File: src/rtl/serial_adder_pkg.sv
// serial_adder_pkg
//   Shared definitions for the bit-serial adder: FSM state encodings and the
//   legal range of the WIDTH parameter.
package serial_adder_pkg;

  typedef enum logic [1:0] {
    ST_IDLE = 2'd0,
    ST_RUN  = 2'd1,
    ST_DONE = 2'd2
  } sa_state_e;

  // Legal range of the WIDTH parameter. The bit counter is sized with $clog2,
  // so WIDTH=1 would give a zero-width counter.
  localparam int unsigned WIDTH_MIN = 2;
  localparam int unsigned WIDTH_MAX = 32;

endpackage : serial_adder_pkg

File: src/rtl/gate_lib.sv
// gate_lib
//   Two-input gate library. The only primitive is nand2; and2, or2 and xor2
//   are built from nand2 instances only.
//   Ports (all gates): a, b inputs; y output.

module nand2 (
  input  logic a,
  input  logic b,
  output logic y
);
  assign y = ~(a & b);
endmodule : nand2

module and2 (
  input  logic a,
  input  logic b,
  output logic y
);
  logic n_ab;

  nand2 u_n0 (.a(a),    .b(b),    .y(n_ab));
  nand2 u_n1 (.a(n_ab), .b(n_ab), .y(y));
endmodule : and2

module or2 (
  input  logic a,
  input  logic b,
  output logic y
);
  logic n_a;
  logic n_b;

  // De Morgan: a | b = ~(~a & ~b)
  nand2 u_n0 (.a(a),   .b(a),   .y(n_a));
  nand2 u_n1 (.a(b),   .b(b),   .y(n_b));
  nand2 u_n2 (.a(n_a), .b(n_b), .y(y));
endmodule : or2

module xor2 (
  input  logic a,
  input  logic b,
  output logic y
);
  logic n_ab;
  logic t_a;
  logic t_b;

  // Classic four-NAND XOR.
  nand2 u_n0 (.a(a),   .b(b),    .y(n_ab));
  nand2 u_n1 (.a(a),   .b(n_ab), .y(t_a));
  nand2 u_n2 (.a(b),   .b(n_ab), .y(t_b));
  nand2 u_n3 (.a(t_a), .b(t_b),  .y(y));
endmodule : xor2

File: src/rtl/serial_adder_full_adder.sv
// full_adder
//   One-bit full adder assembled structurally from the gate library.
//   Ports: x, y, ci - addend bits and carry in
//          s        - sum bit      (x ^ y ^ ci)
//          co       - carry out    (x & y) | (ci & (x ^ y))
module full_adder (
  input  logic x,
  input  logic y,
  input  logic ci,
  output logic s,
  output logic co
);
  logic p;   // propagate
  logic g;   // generate
  logic t;   // carry propagated from ci

  xor2 u_xor_p  (.a(x),  .b(y),  .y(p));
  xor2 u_xor_s  (.a(p),  .b(ci), .y(s));
  and2 u_and_g  (.a(x),  .b(y),  .y(g));
  and2 u_and_t  (.a(ci), .b(p),  .y(t));
  or2  u_or_co  (.a(g),  .b(t),  .y(co));
endmodule : full_adder

File: src/rtl/serial_adder.sv
// serial_adder
//   Bit-serial WIDTH-bit adder computing a + b + cin, LSB first, one bit per
//   clock through a single structural full adder.
//   Ports: clk, rst (async, active-high)
//          start, a, b, cin - request and operands, captured on acceptance
//          busy             - bits being processed (WIDTH cycles)
//          done             - one-cycle pulse, sum/cout valid
//          sum, cout        - result, held after done
//
//   state   | meaning
//   --------+-------------------------------------------------------------
//   IDLE    | waiting for start; sum/cout hold the last result
//   RUN     | one result bit per cycle, cnt counts processed bits
//   DONE    | done pulse; start here restarts directly into RUN
module serial_adder
  import serial_adder_pkg::*;
#(
  parameter int unsigned WIDTH = 8  // legal range WIDTH_MIN..WIDTH_MAX
) (
  input  logic             clk,
  input  logic             rst,
  input  logic             start,
  input  logic [WIDTH-1:0] a,
  input  logic [WIDTH-1:0] b,
  input  logic             cin,
  output logic             busy,
  output logic             done,
  output logic [WIDTH-1:0] sum,
  output logic             cout
);

  localparam int unsigned CNT_W = $clog2(WIDTH);
  localparam logic [CNT_W-1:0] CNT_LAST = CNT_W'(WIDTH - 1);

  sa_state_e        state_q, state_d;
  logic [WIDTH-1:0] opa_q, opa_d;
  logic [WIDTH-1:0] opb_q, opb_d;
  logic [WIDTH-1:0] res_q, res_d;
  logic [CNT_W-1:0] cnt_q, cnt_d;
  logic             c_q, c_d;
  logic             cout_q, cout_d;

  logic             fa_s;
  logic             fa_c;

  full_adder u_fa (
    .x  (opa_q[0]),
    .y  (opb_q[0]),
    .ci (c_q),
    .s  (fa_s),
    .co (fa_c)
  );

  always_comb begin
    state_d = state_q;
    opa_d   = opa_q;
    opb_d   = opb_q;
    res_d   = res_q;
    cnt_d   = cnt_q;
    c_d     = c_q;
    cout_d  = cout_q;

    unique case (state_q)
      ST_IDLE, ST_DONE: begin
        if (start) begin
          state_d = ST_RUN;
          opa_d   = a;
          opb_d   = b;
          c_d     = cin;
          cnt_d   = '0;
          res_d   = '0;
        end else begin
          state_d = ST_IDLE;
        end
      end

      ST_RUN: begin
        res_d = {fa_s, res_q[WIDTH-1:1]};
        opa_d = {1'b0, opa_q[WIDTH-1:1]};
        opb_d = {1'b0, opb_q[WIDTH-1:1]};
        c_d   = fa_c;
        if (cnt_q == CNT_LAST) begin
          // Counter parks at WIDTH-1 rather than incrementing, so it never
          // wraps when WIDTH is a power of two.
          state_d = ST_DONE;
          cout_d  = fa_c;
        end else begin
          cnt_d = cnt_q + CNT_W'(1);
        end
      end

      default: state_d = ST_IDLE;
    endcase
  end

  always_ff @(posedge clk or posedge rst) begin
    if (rst) begin
      state_q <= ST_IDLE;
      opa_q   <= '0;
      opb_q   <= '0;
      res_q   <= '0;
      cnt_q   <= '0;
      c_q     <= 1'b0;
      cout_q  <= 1'b0;
    end else begin
      state_q <= state_d;
      opa_q   <= opa_d;
      opb_q   <= opb_d;
      res_q   <= res_d;
      cnt_q   <= cnt_d;
      c_q     <= c_d;
      cout_q  <= cout_d;
    end
  end

  // Decoded straight from the state register: glitch-free, zero in reset,
  // and mutually exclusive by construction.
  assign busy = (state_q == ST_RUN);
  assign done = (state_q == ST_DONE);
  assign sum  = res_q;
  assign cout = cout_q;

endmodule : serial_adder

File: config.mk
export PLATFORM = sky130hd
export DESIGN_NAME = serial_adder
export DESIGN_NICKNAME = d
export VERILOG_FILES = /design/src/rtl/serial_adder_pkg.sv /design/src/rtl/gate_lib.sv /design/src/rtl/serial_adder_full_adder.sv /design/src/rtl/serial_adder.sv
export SDC_FILE = /design/constraint.sdc
export NUM_CORES = 1
export LEC_CHECK = 0
export ABC_AREA = 1
export CAP_MARGIN = 40
export CORE_MARGIN = 2
export CORE_UTILIZATION = 40
export CTS_CLUSTER_DIAMETER = 50
export CTS_CLUSTER_SIZE = 16
export DETAILED_ROUTE_END_ITERATION = 16
export DONT_BUFFER_PORTS = 1
export PLACE_DENSITY_LB_ADDON = 0.25
export RECOVER_POWER = 50
export SKIP_LAST_GASP = 1
export SYNTH_ARGS = -nofsm -noshare
export SYNTH_HDL_FRONTEND = slang
export SYNTH_SLANG_ARGS = --single-unit
File: constraint.sdc
create_clock -name clk -period 1.1 [get_ports clk]
set_input_delay 0.165 -clock clk [delete_from_list [all_inputs] [get_ports clk]]
set_output_delay 0.165 -clock clk [all_outputs]
set_load 0.05 [all_outputs]
==> impl_metrics.tcl <==
set metrics [dict create \
    layout_setup_ws_ns -0.163 \
    power_density_nw_per_um2 3360 \
    hp-class "input pin to flop" \
    io_buffers 0 \
    syn-num-nets 228 \
    place_congestion 0.734 \
    switching_power_mw 3.09 \
    required_ns 0.94 \
    grt_pass1_wl_microns 5560 \
    seqPwrFrac 0.284 \
    whs_ns 0.00384 \
    syn2layout_area_growth_pct 35.7 \
    final.setup.tns_ns -2.06 \
    worstSetupStartpointType "flop" \
    rows 22 \
    synth_area_sq_um 1570 \
    coreArea_sq_um 3720 \
    cap_violations 0 \
    vdd_drop_max_v 0.00145 \
    synth_area_per_cell_sq_um 7.65 \
    final_nets 264 \
    wl_per_cell_microns 11.7 \
    nFillCells 362 \
    clk-insertion-delay-late_ns 0.29 \
    status "finished with violations" \
    grt_overflow 0 \
    vias_per_cell 4.68 \
    endpoint_kind "output port" \
    clk_pin_slew_ns 0.06 \
    cp_cell_sequence "buf_6, nor2_4, buf_12" \
    dieArea_sq_um 4440 \
    worst_pin_slew_ns 0.441 \
    antenna_cells 0 \
    final_cell_mix "nand2_1, inv_1, nand3_1, dfrtp_1, buf_4" \
    die_w_microns 66.6 \
    ys_warn_count 0 \
    grt_pass1_vias 1240 \
    cts_tree "yes" \
    finalCritPeriodShare 1.15 \
    initial_core_util 0.422 \
    drcViolationCount 0 \
    relSlewSlack 0.706 \
    setup_violations 27 \
    hold_violations 0 \
    rsz0062_at_grt "true" \
    p_leak_nw 1.19 \
    drive_gt1_frac 0.285 \
    ys_seq_elements 31 \
    numCtsBuffers 5 \
    path_max_fanout 3 \
    grt_max_degree 32 \
    swShare 0.432 \
    internal_power_mw 4.06 \
    routed_wl_microns 3380 \
    gr-usage-all-layers 0.170 \
    antenna_found_initial 0 \
    crit_arrival_ns 1.10 \
    syn-instance-count 205 \
    via_count 1358 \
    slowest_stage "dfrtp_1" \
    critPathKind "flop to output port" \
    dpl.hpwl_microns 2200 \
    power_frac_comb 0.553 \
    failed_checks "negative setup slack" \
    drv_slew 0 \
    dr.pass1.iters 4 \
    drt_iter0_drc 95 \
    cts_sinks 31 \
    fmax_mhz 792 \
    pwr-share-clk 0.163 \
    ctsRootBufferMaster "clkbuf_8" \
    cp_slowest_stage_delay_ns 0.40 \
    ant_nets 0 \
    clockBufferDepth 2 \
    die_y_microns 66.6 \
    final_common_cell "nand2_1" \
    finClkSkew_ns 0.00686 \
    ys_types 16 \
    io_pins 31 \
    yosysSeqAreaShare 0.495 \
    h-tree-depth 2 \
    timing.final.crit_period_ns 1.26 \
]
-- state kept, by name, indices dropped and copies added (netlist names) --
| signal | flops |
|---|---|
| opa_q | 8 |
| opb_q | 8 |
| sum | 8 |
| cnt_q | 3 |
| state_q | 2 |
| c_q | 1 |
| cout | 1 |
-- routing by layer --
layer / wire length [microns] / global-route usage / up-vias / part of all wire
met3: 131 / 0.0625 / 8 / 0.039
met4: 95 / 0.0765 / 0 / 0.028
li1: - / - / 686 / -
met1: 1510 / 0.204 / 634 / 0.45
met2: 1650 / 0.271 / 30 / 0.49
met5: 0 / 0 / - / 0
-- synthesized netlist by cell type, drive strengths merged --
master	n	area (sq um)
dfrtp	31	776
inv	41	156
nor2	3	13.8
fa	1	20.0
nand2	83	334
buf	7	56.3
o21ai	3	15.0
ha	2	25.0
or2	1	6.26
nand3	33	165
-- cell type report --
type                            count  area [sq um]  share of cell area
Inverter                           41           176              0.0829
Tap cell                           48          60.1              0.0282
Sequential cell                    31           777               0.365
Multi-Input combinational cell    126           658               0.309
Clock inverter                      2          35.0              0.0165
Clock buffer                        6          82.6              0.0388
Timing Repair Buffer               34           318               0.149
Timing Repair inverter              2          20.0             0.00941
-- repair_timing --
| item | CTS | global route |
|---|---|---|
| pin swaps | 8 | 6 |
| hold endpoints to repair | 32 | 0 |
| resized for setup | 20 | 13 |
| hold buffers | 2 | 0 |
| endpoints found under the setup margin | 14 | 31 |
| cloned | 0 | 2 |
| setup buffers | 4 | 0 |
-- critical path: cells and delay by family (launching register included) --
family / cells / cell delay, ns
buffers and inverters: 2 / 0.28
AND/OR/NAND/NOR: 1 / 0.13
flip-flops: 1 / 0.40
-- path summary, 6_finish.rpt --
kind	from	endpoint	slack, ns	depth (start not counted)
setup reg to reg	state_q[1]	opa_q[0]	-0.16	7
max in group asynchronous	rst	sum[0]	0.34	3
setup / recovery	state_q[0]	done	-0.16	3
min in group asynchronous	rst	opb_q[1]	0.43	3
hold / removal	a[7]	opa_q[7]	0.004	2
hold reg to reg	opb_q[4]	opb_q[4]	0.47	2
-- through the flow --
step | setup WS [ns] | utilization | area, sq um | instances | total power, mW
final | -0.163 | 0.572 | 2130 | 290 | 7.15
after global routing | -0.222 | 0.572 | 2130 | 290 | 7.74
after CTS | -0.162 | 0.558 | 2070 | 288 | 6.92
after detailed placement | -0.0969 | 0.494 | 1840 | 274 | 5.39
after global placement | -0.0684 | 0.494 | 1840 | 274 | 5.30
after floorplan | -0.0596 | - | 1610 | 205 | 4.47
-- kinds of logic after synthesis --
logic type               share of synthesized area
AO/OA/AOI/OAI                              0.00957
adder cells (fa/ha/maj)                     0.0287
buffers and inverters                        0.136
flip-flops                                   0.495
AND/OR/NAND/NOR                              0.331
-- power by group through the flow --
stage,clock (mW),combinational (mW),sequential [mW]
detailed placement,0,3.38,2.01
finish,1.17,3.95,2.03
global route,1.27,4.38,2.09
floorplan,0,2.09,2.37
global placement,0,3.30,2.00
CTS,1.20,3.72,2.01
Note: power is estimated with default switching activity, not from simulation.
